--- src/rtl/fifo_drain_arb_pkg.sv ---
// Shared constants for the FIFO drain arbiter: FSM encoding and default sizes.
package fifo_arb_pkg;
    localparam logic [0:0] ST_IDLE  = 1'b0;
    localparam logic [0:0] ST_SERVE = 1'b1;

    localparam int N_DEF     = 4;
    localparam int WIDTH_DEF = 8;
    localparam int BURST_DEF = 4;
endpackage

--- src/rtl/fifo_drain_arb_if.sv ---
// Read-port bundle between the arbiter, its FIFOs and the downstream consumer.
// master = arbiter side, slave = FIFO/consumer side.
interface fifo_drain_arb_if import fifo_arb_pkg::*; #(
    parameter int N     = N_DEF,
    parameter int WIDTH = WIDTH_DEF
);
    localparam int SW = $clog2(N);

    logic [N-1:0]       rempty;
    logic [N*WIDTH-1:0] rdata;
    logic [N-1:0]       rinc;
    logic [WIDTH-1:0]   out_data;
    logic [SW-1:0]      out_src;
    logic               out_valid;
    logic               out_ready;
    logic               busy;

    modport master (
        input  rempty, rdata, out_ready,
        output rinc, out_data, out_src, out_valid, busy
    );

    modport slave (
        output rempty, rdata, out_ready,
        input  rinc, out_data, out_src, out_valid, busy
    );
endinterface

--- src/rtl/fifo_drain_arb_rr_pick.sv ---
// Round-robin picker: first asserted request strictly after 'last', mod N.
// The previous winner is checked last, so it only wins when nobody else asks.
module rr_pick #(
    parameter int N  = 4,
    parameter int SW = $clog2(N)
) (
    input  logic [N-1:0]  req_i,
    input  logic [SW-1:0] last_i,
    output logic          any_o,
    output logic [SW-1:0] idx_o
);
    logic [SW-1:0] cand;

    // Scan from the farthest candidate down so the nearest one after last wins.
    always_comb begin
        any_o = 1'b0;
        idx_o = '0;
        cand  = '0;
        for (int k = N; k >= 1; k--) begin
            cand = SW'((int'(last_i) + k) % N);
            if (req_i[cand]) begin
                any_o = 1'b1;
                idx_o = cand;
            end
        end
    end
endmodule

--- src/rtl/fifo_drain_arb.sv ---
// Drains N FWFT FIFO read ports into one registered valid/ready output.
// IDLE arbitrates (one bubble per grant), SERVE pops up to BURST words from
// the granted FIFO, ending early if it runs dry.
module fifo_drain_arb import fifo_arb_pkg::*; #(
    parameter int N     = N_DEF,
    parameter int WIDTH = WIDTH_DEF,
    parameter int BURST = BURST_DEF
) (
    input  logic            rclk,
    input  logic            rrst,
    fifo_drain_arb_if.master bus
);
    localparam int SW = $clog2(N);
    localparam int CW = (BURST > 1) ? $clog2(BURST) : 1;

    logic [0:0]       state_q, state_d;
    logic [SW-1:0]    g_q, g_d;
    logic [SW-1:0]    last_q, last_d;
    logic [CW-1:0]    cnt_q, cnt_d;
    logic [WIDTH-1:0] data_q;
    logic [SW-1:0]    src_q;
    logic             vld_q;

    logic [N-1:0]     req;
    logic             pick_any;
    logic [SW-1:0]    pick_idx;
    logic             pop;
    logic [N-1:0]     rinc;

    assign req = ~bus.rempty;

    rr_pick #(.N(N), .SW(SW)) u_pick (
        .req_i (req),
        .last_i(last_q),
        .any_o (pick_any),
        .idx_o (pick_idx)
    );

    // A pop needs a granted non-empty FIFO and room in the output register
    // (empty, or being emptied this very cycle).
    assign pop = (state_q == ST_SERVE) && !bus.rempty[g_q] && (!vld_q || bus.out_ready);

    // Pop strobe goes only to the granted FIFO.
    always_comb begin
        rinc = '0;
        if (pop) rinc[g_q] = 1'b1;
    end

    // Arbitration and burst accounting.
    always_comb begin
        state_d = state_q;
        g_d     = g_q;
        last_d  = last_q;
        cnt_d   = cnt_q;
        if (state_q == ST_IDLE) begin
            if (pick_any) begin
                g_d     = pick_idx;
                cnt_d   = '0;
                state_d = ST_SERVE;
            end
        end else if (bus.rempty[g_q]) begin
            last_d  = g_q;
            state_d = ST_IDLE;
        end else if (pop) begin
            if (cnt_q == CW'(BURST - 1)) begin
                last_d  = g_q;
                state_d = ST_IDLE;
            end else begin
                cnt_d = cnt_q + CW'(1);
            end
        end
    end

    // FSM registers; last starts at N-1 so the first search begins at FIFO 0.
    always_ff @(posedge rclk or posedge rrst) begin
        if (rrst) begin
            state_q <= ST_IDLE;
            g_q     <= '0;
            last_q  <= SW'(N - 1);
            cnt_q   <= '0;
        end else begin
            state_q <= state_d;
            g_q     <= g_d;
            last_q  <= last_d;
            cnt_q   <= cnt_d;
        end
    end

    // Output register: load on pop, clear on accept without a refill.
    always_ff @(posedge rclk or posedge rrst) begin
        if (rrst) begin
            vld_q  <= 1'b0;
            data_q <= '0;
            src_q  <= '0;
        end else if (pop) begin
            vld_q  <= 1'b1;
            data_q <= bus.rdata[g_q*WIDTH +: WIDTH];
            src_q  <= g_q;
        end else if (vld_q && bus.out_ready) begin
            vld_q  <= 1'b0;
        end
    end

    assign bus.rinc      = rinc;
    assign bus.out_data  = data_q;
    assign bus.out_src   = src_q;
    assign bus.out_valid = vld_q;
    assign bus.busy      = (state_q == ST_SERVE);
endmodule

--- src/flat_wrapper.sv ---
// flat-port wrapper written by rule: the top's interface ports become plain ports
module fifo_drain_arb_flat import fifo_arb_pkg::*;
#(
    parameter int N     = N_DEF,
    parameter int WIDTH = WIDTH_DEF,
    parameter int BURST = BURST_DEF
)
  (rclk, rrst, bus_rempty, bus_rdata, bus_out_ready, bus_rinc, bus_out_data, bus_out_src, bus_out_valid, bus_busy);
  fifo_drain_arb_if #(.N(N), .WIDTH(WIDTH)) bus_i ();
  input  logic rclk;
  input  logic rrst;
  input wire logic [$bits(bus_i.rempty)-1:0] bus_rempty;
  input wire logic [$bits(bus_i.rdata)-1:0] bus_rdata;
  input wire logic [$bits(bus_i.out_ready)-1:0] bus_out_ready;
  output wire logic [$bits(bus_i.rinc)-1:0] bus_rinc;
  output wire logic [$bits(bus_i.out_data)-1:0] bus_out_data;
  output wire logic [$bits(bus_i.out_src)-1:0] bus_out_src;
  output wire logic [$bits(bus_i.out_valid)-1:0] bus_out_valid;
  output wire logic [$bits(bus_i.busy)-1:0] bus_busy;
  assign bus_i.rempty = bus_rempty;
  assign bus_i.rdata = bus_rdata;
  assign bus_i.out_ready = bus_out_ready;
  assign bus_rinc = bus_i.rinc;
  assign bus_out_data = bus_i.out_data;
  assign bus_out_src = bus_i.out_src;
  assign bus_out_valid = bus_i.out_valid;
  assign bus_busy = bus_i.busy;
  fifo_drain_arb #(.N(N), .WIDTH(WIDTH), .BURST(BURST)) u_core (.rclk(rclk), .rrst(rrst), .bus(bus_i));
endmodule
--- config.mk ---
export PLATFORM = sky130hd
export DESIGN_NAME = fifo_drain_arb_flat
export DESIGN_NICKNAME = d
export VERILOG_FILES = /design/src/rtl/fifo_drain_arb_pkg.sv /design/src/rtl/fifo_drain_arb_if.sv /design/src/rtl/fifo_drain_arb_rr_pick.sv /design/src/rtl/fifo_drain_arb.sv /design/src/flat_wrapper.sv
export SDC_FILE = /design/constraint.sdc
export NUM_CORES = 1
export LEC_CHECK = 0
export CORE_AREA = 2 2 79 43
export CTS_CLUSTER_SIZE = 10
export DETAILED_ROUTE_END_ITERATION = 10
export DIE_AREA = 0 0 81 45
export PLACE_DENSITY = 0.76
export REMOVE_ABC_BUFFERS = 1
export SLEW_MARGIN = 10
export SYNTH_ARGS = -nofsm -noshare
export SYNTH_HDL_FRONTEND = slang
export SYNTH_SLANG_ARGS = --single-unit
--- constraint.sdc ---
create_clock -name rclk -period 2.1 [get_ports rclk]
set_input_delay 0.42 -clock rclk [delete_from_list [all_inputs] [get_ports rclk]]
set_output_delay 0.42 -clock rclk [all_outputs]
set_load 0.01 [all_outputs]
; ---- Word level (Yosys, flattened, before mapping)
; Index checks and enable logic that the tools add are counted.
[classes]
addsub = 5
order_cmp = 6
eq_ne = 4
shift = 1
muxes = 36
bitwise_logic = 2
n_reduce_logical = 14
[ops]
columns = operator, n
row1 = variable part select 32 x 6 -> 8 bit, 1
row2 = two-way mux 2 bit, 12
row3 = two-way mux 1 bit, 17
row4 = < comparator 2 x 3 -> 1 bit (second input constant), 5
row5 = binary-select mux 1 bit (select 2 bit), 5
row6 = nonzero test 2 bit, 4
row7 = adder 2 x 1 -> 2 bit (second input constant), 3
row8 = inequality test 2 bit (second input constant), 3
row9 = adder 2 bit (second input constant), 2
row10 = logical AND 1 bit, 4
row11 = two-way mux 4 bit, 1
row12 = NOT 4 bit, 1
row13 = AND reduction 4 bit, 1
row14 = AND reduction 3 bit, 1
row15 = demux 1 bit (select 2 bit), 1
row16 = equality test 2 bit (second input constant), 1
row17 = >= comparator 2 x 1 -> 1 bit (second input constant), 1
row18 = zero test 1 bit, 2
row19 = AND reduction 2 bit, 1
row20 = logical OR 1 bit, 1
row21 = NOT 1 bit, 1
[word_totals]
register_bits = 18
in_bits = 39
output_inout_bits = 16
word_cells = 75

; ---- Logic depth before layout (Yosys ltp)
; Gate-level depths: netlist of the first run.
[depth]
word_depth = 9
ltp_mapped = 5
mapped_depth_nobuf = 4

; ---- By module
; From an unflattened synthesis of the first run, not the netlist that was laid out.
[hier_totals]
hier_cells = 104
hier_area_um2 = 1206.2
[modules_own_cells]
columns = mod, n_inst, cells_each, area_per_inst_um2, seq_area_each_um2
row1 = fifo_drain_arb, 1, 90, 1114.8, 452.9
row2 = rr_pick, 1, 14, 91.3, 0.0

; ---- Worst setup path before layout of the first run
; Ideal clock, no wire load.
[synth_timing]
path_kind = input to register
from = in bus_rempty[3]
to = reg u_core.data_q[0], in the netlist u_core.bus.out_data[0]
setup_time_ns = 0.125
t_arrival_ns = 1.775
required_ns = 1.975
path_slack_ns = 0.201
path_stages = 4
path_buffers = 1
path_cell_list = clkbuf_2 mux4_2 nor3_4 mux2_2
[synth_via]
elab_chain_len = 5
[synth_rtl]
columns = item, line
row1 = start: declaration, flat_wrapper.sv:12  ; input wire logic [$bits(bus_i.rempty)-1:0] bus_rempty;
row2 = binary-select mux 1 bit (select 2 bit), fifo_drain_arb.sv:41  ; assign pop = (state_q == ST_SERVE) && !bus.rempty[g_q] && (!vld_q || bus.out_ready);
row3 = two-way mux 1 bit (not written as such), fifo_drain_arb.sv:41
row4 = zero test 1 bit, fifo_drain_arb.sv:41
row5 = logical AND 1 bit (2 in a row), fifo_drain_arb.sv:41
row6 = end signal: assignment, fifo_drain_arb.sv:97  ; data_q <= bus.rdata[g_q*WIDTH +: WIDTH];
row7 = end: declaration, fifo_drain_arb.sv:20  ; logic [WIDTH-1:0] data_q;
; No other way between the ends. The select of a mux whose other input is x is not followed.
; A chain may end at the register's enable or synchronous reset.

; ---- Worst setup path in the final report of the first run
[layout_timing]
from = in bus_out_ready
to = out bus_rinc[1]
[layout_via]
elab_chain_len = 3
[layout_rtl]
columns = item, line
row1 = start: declaration, flat_wrapper.sv:14  ; input wire logic [$bits(bus_i.out_ready)-1:0] bus_out_ready;
row2 = logical OR 1 bit, fifo_drain_arb.sv:41
row3 = logical AND 1 bit, fifo_drain_arb.sv:41
row4 = two-way mux 4 bit, fifo_drain_arb.sv:46  ; if (pop) rinc[g_q] = 1'b1;
row5 = end: declaration, flat_wrapper.sv:15  ; output wire logic [$bits(bus_i.rinc)-1:0] bus_rinc;
; No other way between the ends.

==> flow_metrics.py, run 1 <==
metrics = {
    "run_status": {
        "status": "complete, no violations",
    },
    "power": {
        "internal-power_mw": 1.60,
        "power.share.switching_pct": 35.0,
        "power_density_nw_per_um2": 1280,
        "ir_worst_vdd_mv": 0.490,
        "power.net_switching_mw": 0.858,
        "seq_power_share_pct": 28.5,
        "comb_power_share_pct": 60.0,
        "power.leakage_nw": 0.782,
        "clkPwrFrac_pct": 11.5,
    },
    "synth": {
        "post_synth_num_cell_types": 34,
        "synth.ff_latch_count": 18,
        "postSynth.asyncResetShare_pct": 100,
        "synth_ff_type": "sky130_fd_sc_hd__dfrtp_1",
        "synth.yosys.warnings": 0,
        "post_synth_inst_count": 94,
        "post_synth.cell_area_avg_um2": 12.1,
        "synthesis.area_um2": 1140,
        "seq_area_frac_synth_pct": 39.7,
        "synth-edff-count": 0,
    },
    "die": {
        "core-area_um2": 2910,
        "number_of_i_o_pins": 55,
        "starting_density_of_the_core_pct": 39.2,
        "rows": 14,
        "die_area_um2": 3650,
        "die-height_um": 45,
        "die_x_um": 81,
    },
    "detailed_routing": {
        "firstDrtPassIters": 4,
        "final_antenna_net_count": 0,
        "avgViaCountPerCell": 5.16,
        "vias": 1053,
        "routed_wire_length_per_instance_um": 15.0,
        "remaining_drc_errors": 0,
        "wl_mm": 3.07,
        "drt-initial-drc-count": 40,
    },
    "worst_setup_path": {
        "crit_type": "in -> out",
        "cp-start-kind": "input pin",
        "r2r_slack_ps": 270,
        "crit_path_end_kind": "output port",
        "cp.required_ps": 1680,
        "data_arrival_time_of_the_critical_path_ps": 1630,
        "path_max_fanout": 3,
    },
    "global_routing": {
        "grt_start_max_net_pins": 19,
        "grt_antenna_before_repair": 0,
        "vias_in_the_first_global_route": 1105,
        "track_usage_pct": 18.2,
        "global_route_wire_length_before_repair_mm": 4.97,
        "grt_overflow": 0,
    },
    "cells_and_area": {
        "seqCellArea_um2": 453,
        "nets": 205,
        "fillers": 222,
        "num_antenna_cells": 0,
        "final_layout_size_suffix_gt1_share_pct": 29.3,
        "flow.area_growth_from_synthesis_pct": 67.9,
        "multi_input_comb_area_um2": 673,
    },
    "timing": {
        "maxClockFrequency_mhz": 488,
        "timing.final.setup_violations": 0,
        "fin_ws_ps": 51.7,
        "clock-skew-final_ps": 0.971,
        "portion_of_the_clock_cycle_consumed_by_the_worst_path_in_the_final_layout_pct": 97.5,
        "min_period_ps": 2050,
        "max-slew-margin-rel_pct": 81.5,
        "worst-slew-pin-transition_ps": 277,
        "fin_hold_ws_ps": 478,
        "tns_ps": 0,
        "number_of_hold_violations_in_the_final_report": 0,
        "drv_slew": 0,
    },
    "clocking": {
        "clock-sinks": 18,
        "clkTransAtPathRegs_ps": 70,
        "clockRootBuffer": "sky130_fd_sc_hd__clkbuf_8",
        "cts_made_buffers": 3,
        "postCtsSetupBuffers": 0,
        "cts_tree": "built",
        "holdBufCountCts": 0,
        "clockBufferDepth": 2,
        "cts_max_level": 1,
        "clk_latency_ps": 250,
    },
    "placement": {
        "io_buffer_count": 54,
        "detailed_place_hpwl_mm": 2.35,
        "routabilityCongestion": 0.767,
        "placement.setup.worst_slack_ps": -336,
    },
    "hold_path": {
        "hold_class": "in -> async",
    },
    "job": {
        "timing.max_cap.violations": 0,
    },
}
## power by group through the flow
stage                     Clock (mW)  Sequential [mW]  Combinational [mW]
after detailed placement           0            0.696                1.46
after CTS                      0.294            0.693                1.47
after floorplan                    0            0.790               0.686
final                          0.283            0.698                1.47
after global routing           0.308            0.730                1.59
after global placement             0            0.688                1.43
## per-stage QoR
stage | util, % | power, mW | cells | area (um2)
CTS | 65.4 | 2.46 | 204 | 1900
floorplan | - | 1.48 | 90 | 1120
detailed placement | 63.4 | 2.16 | 200 | 1840
finish | 65.8 | 2.45 | 204 | 1910
global placement | 63.4 | 2.11 | 200 | 1840
global route | 65.8 | 2.63 | 204 | 1910
## cells in the mapped netlist, types with 2 or more instances
cell,number,area [um2]
sky130_fd_sc_hd__nand2b_1,4,25.0
sky130_fd_sc_hd__mux2i_1,4,40.0
sky130_fd_sc_hd__a32oi_1,2,17.5
sky130_fd_sc_hd__o211ai_1,2,15.0
sky130_fd_sc_hd__mux4_2,9,203
sky130_fd_sc_hd__a21boi_0,2,15.0
sky130_fd_sc_hd__nor2b_1,2,12.5
sky130_fd_sc_hd__dfstp_2,2,52.6
sky130_fd_sc_hd__dfrtp_1,16,400
sky130_fd_sc_hd__and2_1,2,12.5
sky130_fd_sc_hd__nor4_1,2,12.5
sky130_fd_sc_hd__nand2_1,9,33.8
sky130_fd_sc_hd__o31ai_1,2,15.0
sky130_fd_sc_hd__buf_2,2,10.0
sky130_fd_sc_hd__o21ai_0,3,15.0
sky130_fd_sc_hd__inv_1,4,15.0
sky130_fd_sc_hd__mux2_2,10,113
## layout make-up
type                       count  area share [%]
timing repair buffer          70            34.9
sequential                    18            23.7
multi-input combinational     68            35.2
inverter                       4           0.784
clock buffer                   4            2.88
tap                           40            2.61
## critical path, cell delays in order
cell	delay (ps)
sky130_fd_sc_hd__clkdlybuf4s50_1	490
sky130_fd_sc_hd__nand2b_4	140
sky130_fd_sc_hd__nand2_1	70
sky130_fd_sc_hd__nor4b_2	240
sky130_fd_sc_hd__clkdlybuf4s15_2	260
## routing by layer
metal | vias to the layer above | GRT usage [%] | wire (um)
li1 | 502 | - | -
met3 | 6 | 4.60 | 146
met5 | - | 0 | 0
met2 | 28 | 33.7 | 1610
met1 | 517 | 21.4 | 1250
met4 | 0 | 5.76 | 61
## timing repair
item / 4_1_cts / 5_1_grt
gates resized for setup: 8 / 5
cloned: 0 / 0
pin swaps: 0 / 0
setup endpoints to repair: 4 / 5
## cell families after synthesis
| family | after synthesis | synth area share [%] |
|---|---|---|
| buffers and inverters | 8 | 2.96 |
| DFF | 18 | 39.7 |
| adders and majority gates | 1 | 1.10 |
| AOI/OAI and AO/OA | 18 | 11.9 |
| muxes | 23 | 31.2 |
| and+or+nand+nor | 26 | 13.2 |
## sequential cells by signal, summed over array words and instances (netlist names)
| name | cells |
|---|---|
| u_core.bus.out_data | 8 |
| u_core.last_q | 2 |
| u_core.bus.out_src | 2 |
| u_core.bus.busy | 1 |
| u_core.cnt_q | 2 |
| u_core.g_q | 2 |
| u_core.bus.out_valid | 1 |
## cell usage in the layout, fill, tap and decap left out, drive strengths merged, types with 3 or more instances in the layout
master,count
clkbuf,5
nand2b,4
mux2i,4
mux4,9
mux2,10
o21ai,3
nand2,9
inv,4
clkdlybuf4s50,50
buf,16
dfrtp,16
## final timing paths
| kind | start | endpoint | depth (start not counted) |
|---|---|---|---|
| hold / removal | rrst | u_core.bus.out_data[2]$_DFFE_PP0P_ | 3 |
| setup reg to reg | u_core.g_q[1]$_DFFE_PP0P_ | u_core.bus.out_data[0]$_DFFE_PP0P_ | 4 |
| max in group asynchronous | rrst | u_core.last_q[0]$_DFFE_PP1P_ | 3 |
| min in group rclk | u_core.cnt_q[0]$_DFFE_PP0P_ | u_core.cnt_q[0]$_DFFE_PP0P_ | 1 |
| hold reg to reg | u_core.cnt_q[0]$_DFFE_PP0P_ | u_core.cnt_q[0]$_DFFE_PP0P_ | 1 |
| setup / recovery | bus_out_ready | bus_rinc[1] | 5 |
Note: power is estimated with default switching activity, not from simulation.
==> run 2: changes to the inputs <==
--- a/config.mk
+++ b/config.mk
@@ -5,11 +5,11 @@
 export SDC_FILE = /design/constraint.sdc
 export NUM_CORES = 1
 export LEC_CHECK = 0
-export CORE_AREA = 2 2 79 43
+export CORE_AREA = 2 2 40 78
 export CTS_CLUSTER_SIZE = 10
 export DETAILED_ROUTE_END_ITERATION = 10
-export DIE_AREA = 0 0 81 45
-export PLACE_DENSITY = 0.76
+export DIE_AREA = 0 0 42 80
+export PLACE_DENSITY = 0.8
 export REMOVE_ABC_BUFFERS = 1
 export SLEW_MARGIN = 10
 export SYNTH_ARGS = -nofsm -noshare
==> constraint.sdc (replaced) <==
create_clock -name rclk -period 2.37 [get_ports rclk]
set_input_delay 0.474 -clock rclk [delete_from_list [all_inputs] [get_ports rclk]]
set_output_delay 0.474 -clock rclk [all_outputs]
set_load 0.01 [all_outputs]
==> flow_metrics.py, run 2 (synthesis gave the netlist of run 1 again) <==
metrics = {
    "worst_setup_path": {
        "crit_chain": "clkdlybuf4s50_1, nand2b_4, buf_4, nand2_1, nor3b_1, dlygate4sd2_1",
        "crit_type": "in -> out",
        "cp.required_ps": 1900,
        "timing.critical_path.depth": 6,
        "data_arrival_time_of_the_critical_path_ps": 1780,
        "timing.critical_path.max_delay_family": "buffers and inverters",
        "path_max_fanout": 3,
        "longest_individual_stage_delay_on_the_worst_path_ps": 500,
        "cp_num_buf_inv": 3,
        "reg2reg_to": "u_core.cnt_q[1]$_DFFE_PP0P_",
        "rr_worst_depth": 6,
        "cp-start-kind": "input pin",
        "critPathLaunch": "bus_out_ready",
        "crit_path_end": "bus_rinc[3]",
        "critical-path-slowest-cell": "sky130_fd_sc_hd__clkdlybuf4s50_1",
        "crit_path_end_kind": "output port",
        "r2r_slack_ps": 410,
        "r2r_start": "u_core.g_q[1]$_DFFE_PP0P_",
    },
    "placement": {
        "placement.setup.worst_slack_ps": -177,
        "detailed_place_hpwl_mm": 2.56,
        "dpl.cell_count": 186,
        "io_buffer_count": 54,
        "routabilityCongestion": 0.843,
    },
    "die": {
        "die_x_um": 42,
        "rows": 27,
        "number_of_i_o_pins": 55,
        "core-area_um2": 2740,
        "die_area_um2": 3360,
        "die-height_um": 80,
        "starting_density_of_the_core_pct": 41.7,
    },
    "power": {
        "power.net_switching_mw": 0.744,
        "comb_power_share_pct": 59.5,
        "power_density_nw_per_um2": 1140,
        "power.leakage_nw": 0.768,
        "power.share.switching_pct": 35.2,
        "seq_power_share_pct": 30.4,
        "internal-power_mw": 1.37,
        "ir_worst_vdd_mv": 0.719,
        "clkPwrFrac_pct": 10.1,
    },
    "timing": {
        "grt_setup_unrepaired": "no",
        "number_of_hold_violations_in_the_final_report": 0,
        "fin_ws_ps": 120,
        "drv_slew": 0,
        "timing.final.setup_violations": 0,
        "min_period_ps": 2250,
        "max-slew-margin-rel_pct": 54.8,
        "worst-slew-pin-transition_ps": 678,
        "clock-skew-final_ps": 1.24,
        "maxClockFrequency_mhz": 444,
        "portion_of_the_clock_cycle_consumed_by_the_worst_path_in_the_final_layout_pct": 94.9,
    },
    "job": {
        "timing.max_cap.violations": 0,
    },
    "global_routing": {
        "track_usage_pct": 20.3,
        "grt_start_max_net_pins": 19,
        "global_route_wire_length_before_repair_mm": 5.24,
        "vias_in_the_first_global_route": 1089,
        "grt_antenna_before_repair": 0,
        "grt_overflow": 0,
    },
    "detailed_routing": {
        "drt-initial-drc-count": 46,
        "final_antenna_net_count": 0,
        "avgViaCountPerCell": 5.63,
        "wl_mm": 3.09,
        "firstDrtPassIters": 4,
        "vias": 1069,
        "routed_wire_length_per_instance_um": 16.3,
        "remaining_drc_errors": 0,
    },
    "cells_and_area": {
        "num_antenna_cells": 0,
        "layout_common_cells": "50 x sky130_fd_sc_hd__clkdlybuf4s50_1, 16 x sky130_fd_sc_hd__dfrtp_1, 12 x sky130_fd_sc_hd__buf_4",
        "most_common_cell_after_layout_fill_and_taps_aside": "sky130_fd_sc_hd__clkdlybuf4s50_1",
        "final_layout_size_suffix_gt1_share_pct": 24.8,
        "nets": 202,
        "layout.cells.non_filler": 190,
        "finalCoreUtilization_pct": 67.8,
        "flow.area_growth_from_synthesis_pct": 62.8,
        "largest_register_ffs": 8,
    },
    "clocking": {
        "cts_tree": "built",
        "clkTransAtPathRegs_ps": 60,
        "clock-sinks": 18,
        "holdBufCountCts": 0,
        "clk_latency_ps": 250,
        "cts_max_level": 1,
        "clockRootBuffer": "sky130_fd_sc_hd__clkbuf_8",
        "clockBufferDepth": 2,
        "cts_made_buffers": 3,
    },
    "hold_path": {
        "hold_class": "reg -> reg",
    },
    "run_status": {
        "status": "complete, no violations",
    },
}
run 2: cell count changes in the layout (fill, tap and decap cells not counted), sizes merged:
cell	delta
dlygate4sd2	+3
clkbuf	-1
clkdlybuf4s15	-2
buf	-3
run 2: power by group through the flow:
stage	sequential, mW	combinational [mW]	clock, mW
after global routing	0.671	1.36	0.231
after CTS	0.638	1.27	0.217
after global placement	0.627	1.23	0
final	0.643	1.26	0.212
after floorplan	0.700	0.608	0
after detailed placement	0.642	1.27	0
run 2: per-stage QoR:
step	area [um2]	TNS (ps)	hold WS, ps	power, mW
after detailed placement	1810	-577	494	1.92
after global routing	1860	0	531	2.26
after global placement	1810	-466	469	1.86
after floorplan	1120	0	411	1.31
after CTS	1850	0	502	2.13
final	1860	0	499	2.11
run 2: worst min-delay path by stage:
| stage | from | depth (start not counted) | endpoint | slack (ps) |
|---|---|---|---|---|
| after global routing | u_core.cnt_q[0]$_DFFE_PP0P_ | 1 | u_core.cnt_q[0]$_DFFE_PP0P_ | 530 |
| after floorplan | rrst | 1 | u_core.bus.busy$_DFF_PP0_ | 410 |
| final | u_core.cnt_q[0]$_DFFE_PP0P_ | 1 | u_core.cnt_q[0]$_DFFE_PP0P_ | 500 |
| after global placement | u_core.cnt_q[0]$_DFFE_PP0P_ | 1 | u_core.cnt_q[0]$_DFFE_PP0P_ | 470 |
| after detailed placement | u_core.cnt_q[0]$_DFFE_PP0P_ | 1 | u_core.cnt_q[0]$_DFFE_PP0P_ | 490 |
| after CTS | u_core.cnt_q[0]$_DFFE_PP0P_ | 1 | u_core.cnt_q[0]$_DFFE_PP0P_ | 500 |
run 2: final cells by class:
class / count / area, um2
clock buffer: 4 / 45.0
fill: 209 / 881
inverter: 4 / 15.0
multi-input combinational: 68 / 661
sequential: 18 / 453
tap: 29 / 36.3
timing repair buffer: 67 / 646
run 2: timing repair:
item                                    in CTS  in global routing
resized for setup                            4                  1
endpoints found under the setup margin       4                  2
setup buffers                                0                  0
run 2: metal layers:
| metal | vias up | part of all wire, % | track usage [%] |
|---|---|---|---|
| met5 | - | 0 | 0 |
| met4 | 0 | 1.7 | 8.06 |
| met3 | 6 | 7.7 | 4.75 |
| met2 | 57 | 54 | 38.0 |
| met1 | 509 | 36 | 21.1 |
| li1 | 497 | - | - |
